===== config.mk =====
export PLATFORM = sky130hd
export DESIGN_NAME = reduce_tree_pipe
export DESIGN_NICKNAME = d
export VERILOG_FILES = /design/src/rtl/reduce_tree_pipe.sv
export SDC_FILE = /design/constraint.sdc
export NUM_CORES = 1
export LEC_CHECK = 0
export CAP_MARGIN = 20
export CORE_MARGIN = 2
export CORE_UTILIZATION = 41
export CTS_BUF_LIST = sky130_fd_sc_hd__clkbuf_4
export DETAILED_ROUTE_END_ITERATION = 8
export PLACE_DENSITY = 0.79
export SLEW_MARGIN = 10
export SYNTH_ARGS = -nofsm -noshare
export SYNTH_HDL_FRONTEND = slang
export SYNTH_SLANG_ARGS = --single-unit

===== constraint.sdc =====
create_clock -name clk -period 1.6 [get_ports clk]
set_input_delay 0.48 -clock clk [delete_from_list [all_inputs] [get_ports clk]]
set_output_delay 0.48 -clock clk [all_outputs]
set_load 0.01 [all_outputs]

===== src/rtl/reduce_tree_pipe.sv =====
// Pipelined AND/OR/NOR/NAND reduction tree with a register after every level and valid/ready flow.
// Optional parallel XOR (parity) tree enabled by defining REDUCE_PARITY_EN.
module reduce_tree_pipe #(
  parameter int unsigned WIDTH  = 64,
  parameter int unsigned FAN_IN = 4
) (
  input  logic             clk,
  input  logic             reset,
  input  logic             in_valid,
  output logic             in_ready,
  input  logic [WIDTH-1:0] in_data,
  input  logic [1:0]       in_op,
  input  logic [3:0]       in_tag,
  output logic             out_valid,
  input  logic             out_ready,
  output logic             out_result,
  output logic [3:0]       out_tag
`ifdef REDUCE_PARITY_EN
  ,
  output logic             out_parity
`endif
);

  // Number of partial results entering level lvl (level 0 sees the raw word).
  function automatic int unsigned nodes_in(int unsigned lvl);
    int unsigned n;
    n = WIDTH;
    for (int unsigned i = 0; i < lvl; i++) n = (n + FAN_IN - 1) / FAN_IN;
    return n;
  endfunction

  function automatic int unsigned calc_levels();
    int unsigned n;
    int unsigned l;
    n = WIDTH;
    l = 0;
    for (int i = 0; i < 64; i++) begin
      if (n > 1) begin
        n = (n + FAN_IN - 1) / FAN_IN;
        l++;
      end
    end
    return l;
  endfunction

  localparam int unsigned LEVELS = calc_levels();

  for (genvar k = 0; k < LEVELS; k++) begin : g_lvl
    localparam int unsigned NI = nodes_in(k);
    localparam int unsigned NO = nodes_in(k + 1);
    localparam int unsigned NP = NO * FAN_IN;

    logic [NI-1:0] src;
    logic [1:0]    op_in;
    logic [3:0]    tag_in;
    logic          valid_in;
    logic          rdy;
    logic          rdy_next;
    logic          is_and;
    logic [NP-1:0] pad;
    logic [NO-1:0] node;
    logic [NO-1:0] part_d, part_q;
    logic [3:0]    tag_d, tag_q;
    logic          valid_d, valid_q;

    if (k == 0) begin : g_first
      assign src      = in_data;
      assign op_in    = in_op;
      assign tag_in   = in_tag;
      assign valid_in = in_valid;
    end else begin : g_mid
      assign src      = g_lvl[k-1].part_q;
      assign op_in    = g_lvl[k-1].g_op.op_q;
      assign tag_in   = g_lvl[k-1].tag_q;
      assign valid_in = g_lvl[k-1].valid_q;
    end

    if (k == LEVELS - 1) begin : g_last
      assign rdy_next = out_ready;
    end else begin : g_next
      assign rdy_next = g_lvl[k+1].rdy;
    end

    assign rdy = !valid_q || rdy_next;

    // Short final group is padded with the identity of the base op so it never masks the result.
    always_comb begin
      is_and = (op_in == 2'b00) || (op_in == 2'b11);
      pad    = {NP{is_and}};
      for (int i = 0; i < NI; i++) pad[i] = src[i];
      node = '0;
      for (int j = 0; j < NO; j++) begin
        node[j] = is_and ? &pad[j*FAN_IN +: FAN_IN] : |pad[j*FAN_IN +: FAN_IN];
      end
      if (k == LEVELS - 1) node = node ^ {NO{op_in[1]}};
    end

    always_comb begin
      valid_d = valid_q;
      part_d  = part_q;
      tag_d   = tag_q;
      if (rdy) begin
        valid_d = valid_in;
        part_d  = node;
        tag_d   = tag_in;
      end
    end

    always_ff @(posedge clk or posedge reset) begin
      if (reset) begin
        valid_q <= 1'b0;
        part_q  <= '0;
        tag_q   <= '0;
      end else begin
        valid_q <= valid_d;
        part_q  <= part_d;
        tag_q   <= tag_d;
      end
    end

    // The last level has already applied the op, so it keeps no copy of it.
    if (k < LEVELS - 1) begin : g_op
      logic [1:0] op_d, op_q;

      always_comb begin
        op_d = op_q;
        if (rdy) op_d = op_in;
      end

      always_ff @(posedge clk or posedge reset) begin
        if (reset) op_q <= 2'b00;
        else       op_q <= op_d;
      end
    end

`ifdef REDUCE_PARITY_EN
    logic [NI-1:0] psrc;
    logic [NP-1:0] ppad;
    logic [NO-1:0] pnode;
    logic [NO-1:0] par_d, par_q;

    if (k == 0) begin : g_psrc_first
      assign psrc = in_data;
    end else begin : g_psrc_mid
      assign psrc = g_lvl[k-1].par_q;
    end

    always_comb begin
      ppad = '0;
      for (int i = 0; i < NI; i++) ppad[i] = psrc[i];
      pnode = '0;
      for (int j = 0; j < NO; j++) pnode[j] = ^ppad[j*FAN_IN +: FAN_IN];
      par_d = par_q;
      if (rdy) par_d = pnode;
    end

    always_ff @(posedge clk or posedge reset) begin
      if (reset) par_q <= '0;
      else       par_q <= par_d;
    end
`endif
  end

  assign in_ready   = g_lvl[0].rdy;
  assign out_valid  = g_lvl[LEVELS-1].valid_q;
  assign out_result = g_lvl[LEVELS-1].part_q[0];
  assign out_tag    = g_lvl[LEVELS-1].tag_q;
`ifdef REDUCE_PARITY_EN
  assign out_parity = g_lvl[LEVELS-1].par_q[0];
`endif

endmodule


==> run metrics, run 1 <==
pwr/cell area=838 nW/um2; largest net degree at the start of global routing=41; Min Hold Slack=0.473 ns; Final period util=107%; syn avg cell area=10.8 um2; Post-DP Area=~3000 um2; die area=5740 um2; core area=5040 um2; global route overflow=0; CP Capture Type=output pin; Syn Nets=270; Final Max Tran Viols=0; DRT Pass-1 Iters=4; Worst-Margin Slew=0.545 ns; Rows=26; sequential element share of the synthesized area=47.4%; CTS max path bufs=2; clk sinks=40; Placed Cells=about 340; Setup CP Type=flop to output pin; setup repair after global routing missed its margin=true; clk slew on worst S/H paths=0.11 ns; CTS tree=built; routed vias/inst=5.22; Yosys cell types=28; CP max stage delay=0.39 ns; CTS buffer count=5; Layout fillers=433; Global Route Usage Sum=17.3%; root buf cell=clkbuf_4; synthesized flop and latch total=40; Routed Wire Length=4800 um; ANT cells=0; Layout Nets=355; DRC Markers=0; synth cell count leaders=dfrtp_1, nand2_1, a21oi_1; Worst VDD drop=approximately 0.0004 V; Post-synth EDFFs=0; Synthesis Warnings=0; Clock Skew=about 0.006 ns; non-filler cells, final=351; Syn Inst Count=196; port bufs=80; initial antenna violation count=0; DIE HEIGHT=about 76 um; Die X=75.8 um; Critical Path Source Type=flop; endpoints failing hold=0; max cap viols=0; Crit path arrival time=1.24 ns; post-DP HPWL=3560 um; Worst-Skew Late Latency=0.34 ns; R2R cell count=5; Final GP Congestion=0.695; initial core utilization=approximately two fifths; CP bufs+invs=2; post-route ant nets=0; most frequent cell after synthesis=dfrtp_1; area share of the largest cell type after synthesis=47.4%; Post-Place Worst Slack=-0.786 ns; area leader, netlist=dfrtp_1; layout cell share with drive strength beyond 1=around 22%; DRT iter0 DRCs=71; Syn-to-layout area delta=44.8%; ys async rst share=100%; H-tree levels=2; worst min path class=primary input to asynchronous set/reset pin; slowest cell on the critical path=dfrtp_1; io pins=81; Slew HR=63.6%; via count=1,832; vias in the first global route=about 1,700; design area=3060 um2; LEAKAGE=about 1.2 nW; cells along the critical path=and3b_2, and2_4, clkinv_4, buf_6; Cell Area, Synth=roughly 2100 um2; Worst path top cell family by delay=flip-flops; CTS Hold Bufs=0; setup violators final=1; WL/cell=13.7 um; Critical Path RT=around 1.1 ns; r2r setup slk=0.11 ns; RR Startpoint=out_valid; min cycle time layout=approximately 1.7 ns; first-pass GRT wire length=around 7500 um; failing checks=setup timing; status=finished with violations; final worst slack=-0.118 ns; Synth Flop Type=dfrtp_1; Synth area leaders=dfrtp_1, o31ai_2, a31oi_1, or3_1, mux2_2; critical path fanouts, max=2; fmax=582 MHz; reg2reg end=g_lvl[0].part_q[0]
==> placed cells by master (no fill, tap or decap), types with 10 or more instances in the layout <==
master / synthesis / layout
o31ai_2: 16 / 16
nand2_1: 24 / 24
nand2_2: 14 / 14
clkdlybuf4s50_1: 0 / 70
a31oi_1: 20 / 20
a21oi_1: 21 / 21
dfrtp_1: 40 / 40
mux2_2: 10 / 10
or3_1: 20 / 20
==> logic make-up after synthesis <==
| kind of cell | count (synthesis) | share of synthesized area (%) |
|---|---|---|
| simple gates | 68 | 17.6 |
| flops | 40 | 47.4 |
| compound gates | 63 | 22.6 |
| xor+xnor | 2 | 1.54 |
| buf+inv | 12 | 5.15 |
| mux | 11 | 5.80 |
==> area by class of cell <==
| class | instances | area, um2 | area share, % |
|---|---|---|---|
| flip-flops and latches | 40 | 1000 | 32.7 |
| repair buffers | 88 | 898 | 29.4 |
| well taps | 70 | 87.6 | 2.86 |
| clock buffers | 5 | 37.5 | 1.23 |
| inverters | 2 | 12.5 | 0.409 |
| clock inverters | 2 | 7.51 | 0.245 |
| multi-input cells | 144 | 1020 | 33.2 |
==> timing repair <==
| action | in CTS | in global routing |
|---|---|---|
| endpoints found under the setup margin | 29 | 4 |
| pin swaps | 2 | 1 |
| buffers inserted | 1 | 0 |
| gates cloned | 0 | 1 |
| gates resized for setup | 16 | 4 |
==> per-stage QoR <==
| step | power (W) | TNS (ns) | utilization, % |
|---|---|---|---|
| after floorplan | 0.00178 | 0 | - |
| final | 0.00256 | -0.118 | 60.7 |
| after global routing | 0.00273 | -0.175 | 60.7 |
| after detailed placement | 0.00215 | -13.60 | 58.9 |
| after CTS | 0.00257 | -0.135 | 60.0 |
| after global placement | 0.00211 | -13.96 | 58.9 |
==> tightest hold or removal path: stages <==
cell             delay [ns]
clkdlybuf4s50_1        0.39
inv_1                  0.09
buf_12                 0.23
==> per-layer routing <==
layer  GRT usage, %  wire length (um)
met3           3.04               195
met4           7.60                95
met1           21.4              1910
met5              0                 0
met2           29.6              2600
==> where the power goes <==
group	leakage, nW	internal (W)	total, W	switching (W)
Sequential	0.479	0.00119	0.00133	0.000140
Combinational	0.738	0.000456	0.000785	0.000329
Clock	0.0261	0.000153	0.000450	0.000296
Total	1.24	0.00180	0.00256	0.000765
==> registers in the layout (all words and copies together) (netlist names) <==
name	cells
g_lvl.g_op.op_q	4
out_valid	1
g_lvl.valid_q	2
g_lvl.tag_q	8
out_result	1
g_lvl.part_q	20
out_tag	4
==> worst max-delay path by stage <==
stage | startpoint | to | slack, ns | cells after the start
global placement | out_ready | in_ready | -0.77 | 5
detailed placement | out_ready | in_ready | -0.79 | 5
floorplan | out_ready | in_ready | 0.04 | 4
CTS | out_valid | in_ready | -0.13 | 4
finish | out_valid | in_ready | -0.12 | 4
global route | out_valid | in_ready | -0.17 | 4
No activity file was read; power rests on OpenSTA's default activity.
==> run 2: changes to the inputs <==
--- a/config.mk
+++ b/config.mk
@@ -10,7 +10,9 @@
 export CORE_UTILIZATION = 41
 export CTS_BUF_LIST = sky130_fd_sc_hd__clkbuf_4
 export DETAILED_ROUTE_END_ITERATION = 8
+export GPL_ROUTABILITY_DRIVEN = 0
 export PLACE_DENSITY = 0.79
+export SETUP_SLACK_MARGIN = 0.5
 export SLEW_MARGIN = 10
 export SYNTH_ARGS = -nofsm -noshare
 export SYNTH_HDL_FRONTEND = slang
==> run 2 against run 1 <==
Against the previous run: the run still ends with setup timing left; critical path depth unchanged; count of clock-buffer cells in the layout did not move; flip-flop and latch count unchanged; routed wire length grew 63%; worst hold slack got worse by 0.091 ns; via count grew 19%; sequential share of layout area fell by 7.1 points; cell count is 9.1% higher; total power up 37%; non-clock buffer count up 31; largest power group is now combinational logic.
==> run metrics, run 2 (synthesis results as in run 1) <==
status=finished with violations; failing checks=setup timing; first-pass GRT wire length=around 10,000 um; commonest non-fill, non-tap cell in the layout=clkdlybuf4s50_1; DRT iter0 DRCs=115; pwr/cell area=between 800 and 900 nW/um2; Tot Pwr=0.00352 W; DRT Pass-1 Iters=4; H-tree levels=2; core area=between 5000 and 6000 um2; CP Capture Type=output pin; Final period util=109%; DRC Markers=0; LEAKAGE=between 1.5 and 2 nW; CTS max path bufs=2; Crit path arrival time=1.26 ns; Global Route Usage Sum=approximately a quarter; max cap viols=0; reg2reg end=g_lvl[0].part_q[2]; CTS tree=built; setup repair after global routing missed its margin=true; final worst slack=-0.140 ns; endpoints failing hold=0; Syn-to-layout area delta=85.3%; min cycle time layout=1.74 ns; Post-Place Worst Slack=-0.750 ns; final core occ=between 70 and 80%; CTS Hold Bufs=0; layout cell share with drive strength beyond 1=42.2%; largest net degree at the start of global routing=32; vias in the first global route=around 2,000; Clock Skew=0.0103 ns; fmax=575 MHz; initial core utilization=41.9%; Layout Nets=slightly below 400; CTS buffer count=5; Worst-Skew Late Latency=0.37 ns; root buf cell=clkbuf_4; Top reg by flops=g_lvl.part_q; global route overflow=0; max reg flops=20; clk sinks=40; Final Max Tran Viols=0; via count=2,180; Critical Path RT=1.12 ns; die area=5740 um2; worst min path class=primary input to asynchronous set/reset pin; Slew HR=~77%; Routed Wire Length=between 7000 and 8000 um; port bufs=80; clk slew on worst S/H paths=around 0.13 ns; DIE HEIGHT=75.8 um; routed vias/inst=roughly 5.7; Critical Path Source Type=flop; RR Startpoint=out_valid; most frequent cells in the layout=clkdlybuf4s50_1, dfrtp_1, buf_4; R2R cell count=6; Top Registers=g_lvl.part_q x20, g_lvl.tag_q x8; non-filler cells, final=383; setup violators final=1; r2r setup slk=0.11 ns; io pins=81; Rows=26; post-DP HPWL=3460 um; critical path fanouts, max=2; Worst VDD drop=0.000516 V; Placed Cells=342; post-route ant nets=0; Worst-Margin Slew=0.349 ns; Die X=about 76 um; initial antenna violation count=0; WL/cell=a little over 20 um; Setup CP Type=flop to output pin; ANT cells=0
## run 2: changes by cell type in the layout (fill, tap and decap cells not counted), sizes merged, moves of 2 or more
cell / before / now
clkdlybuf4s15: 1 / 3
dlygate4sd2: 5 / 1
dlymetal6s2s: 2 / 0
buf: 8 / 44
## run 2: area by class of cell
| class | count | area [um2] |
|---|---|---|
| multi-input combinational | 144 | 1380 |
| fill | 286 | 1130 |
| clock inverter | 3 | 37.5 |
| timing repair buffer | 119 | 1360 |
| clock buffer | 5 | 37.5 |
| tap | 70 | 87.6 |
| sequential | 40 | 1000 |
| inverter | 2 | 16.3 |
## run 2: repair_timing
action / in CTS / in global routing
pin swaps: 25 / 5
gates cloned: 9 / 1
resized for setup: 84 / 39
buffers inserted: 9 / 14
endpoints found under the setup margin: 47 / 46
## run 2: through the flow
step	hold WS (ns)	TNS [ns]	cell area, um2
after floorplan	0.427	0	2150
after global placement	0.442	-14.04	2990
after detailed placement	0.445	-14.50	2990
after CTS	0.407	-0.127	3570
after global routing	0.398	-0.178	3920
final	0.382	-0.140	3920
## run 2: critical path, cell delays in order, from the launching register on
cell	delay, ns
dfrtp_1	0.39
and3b_2	0.22
and2_4	0.15
clkinv_4	0.04
buf_6	0.09
## run 2: worst max-delay path by stage
stage	from	to	slack (ns)	cells past startpoint
after global placement	out_ready	in_ready	-0.74	5
final	out_valid	in_ready	-0.14	4
after floorplan	out_ready	in_ready	0.07	4
after global routing	out_valid	in_ready	-0.18	4
after detailed placement	out_ready	in_ready	-0.75	5
after CTS	g_lvl[1].valid_q	in_ready	-0.13	4
## run 2: per-layer routing
metal / track usage, % / wire (um) / vias to the layer above
li1: - / - / 975
met1: 29.1 / 2860 / 1079
met2: 43.5 / 4240 / 104
met3: 3.31 / 461 / 22
met4: 8.58 / 249 / 0
met5: 0 / 0 / -
## run 2: where the power goes
part	total (W)	switching, W	internal (W)
Sequential	0.00138	0.000184	0.00119
Clock	0.000679	0.000360	0.000319
Combinational	0.00146	0.000623	0.000839
==> run 3: changes to the inputs <==
--- a/config.mk
+++ b/config.mk
@@ -9,6 +9,7 @@
 export CORE_MARGIN = 2
 export CORE_UTILIZATION = 41
 export CTS_BUF_LIST = sky130_fd_sc_hd__clkbuf_4
+export CTS_CLUSTER_DIAMETER = 150
 export DETAILED_ROUTE_END_ITERATION = 8
 export GPL_ROUTABILITY_DRIVEN = 0
 export PLACE_DENSITY = 0.79
==> results of run 3 <==
No change in the layout: final DEF, timing and power equal those of run 2.
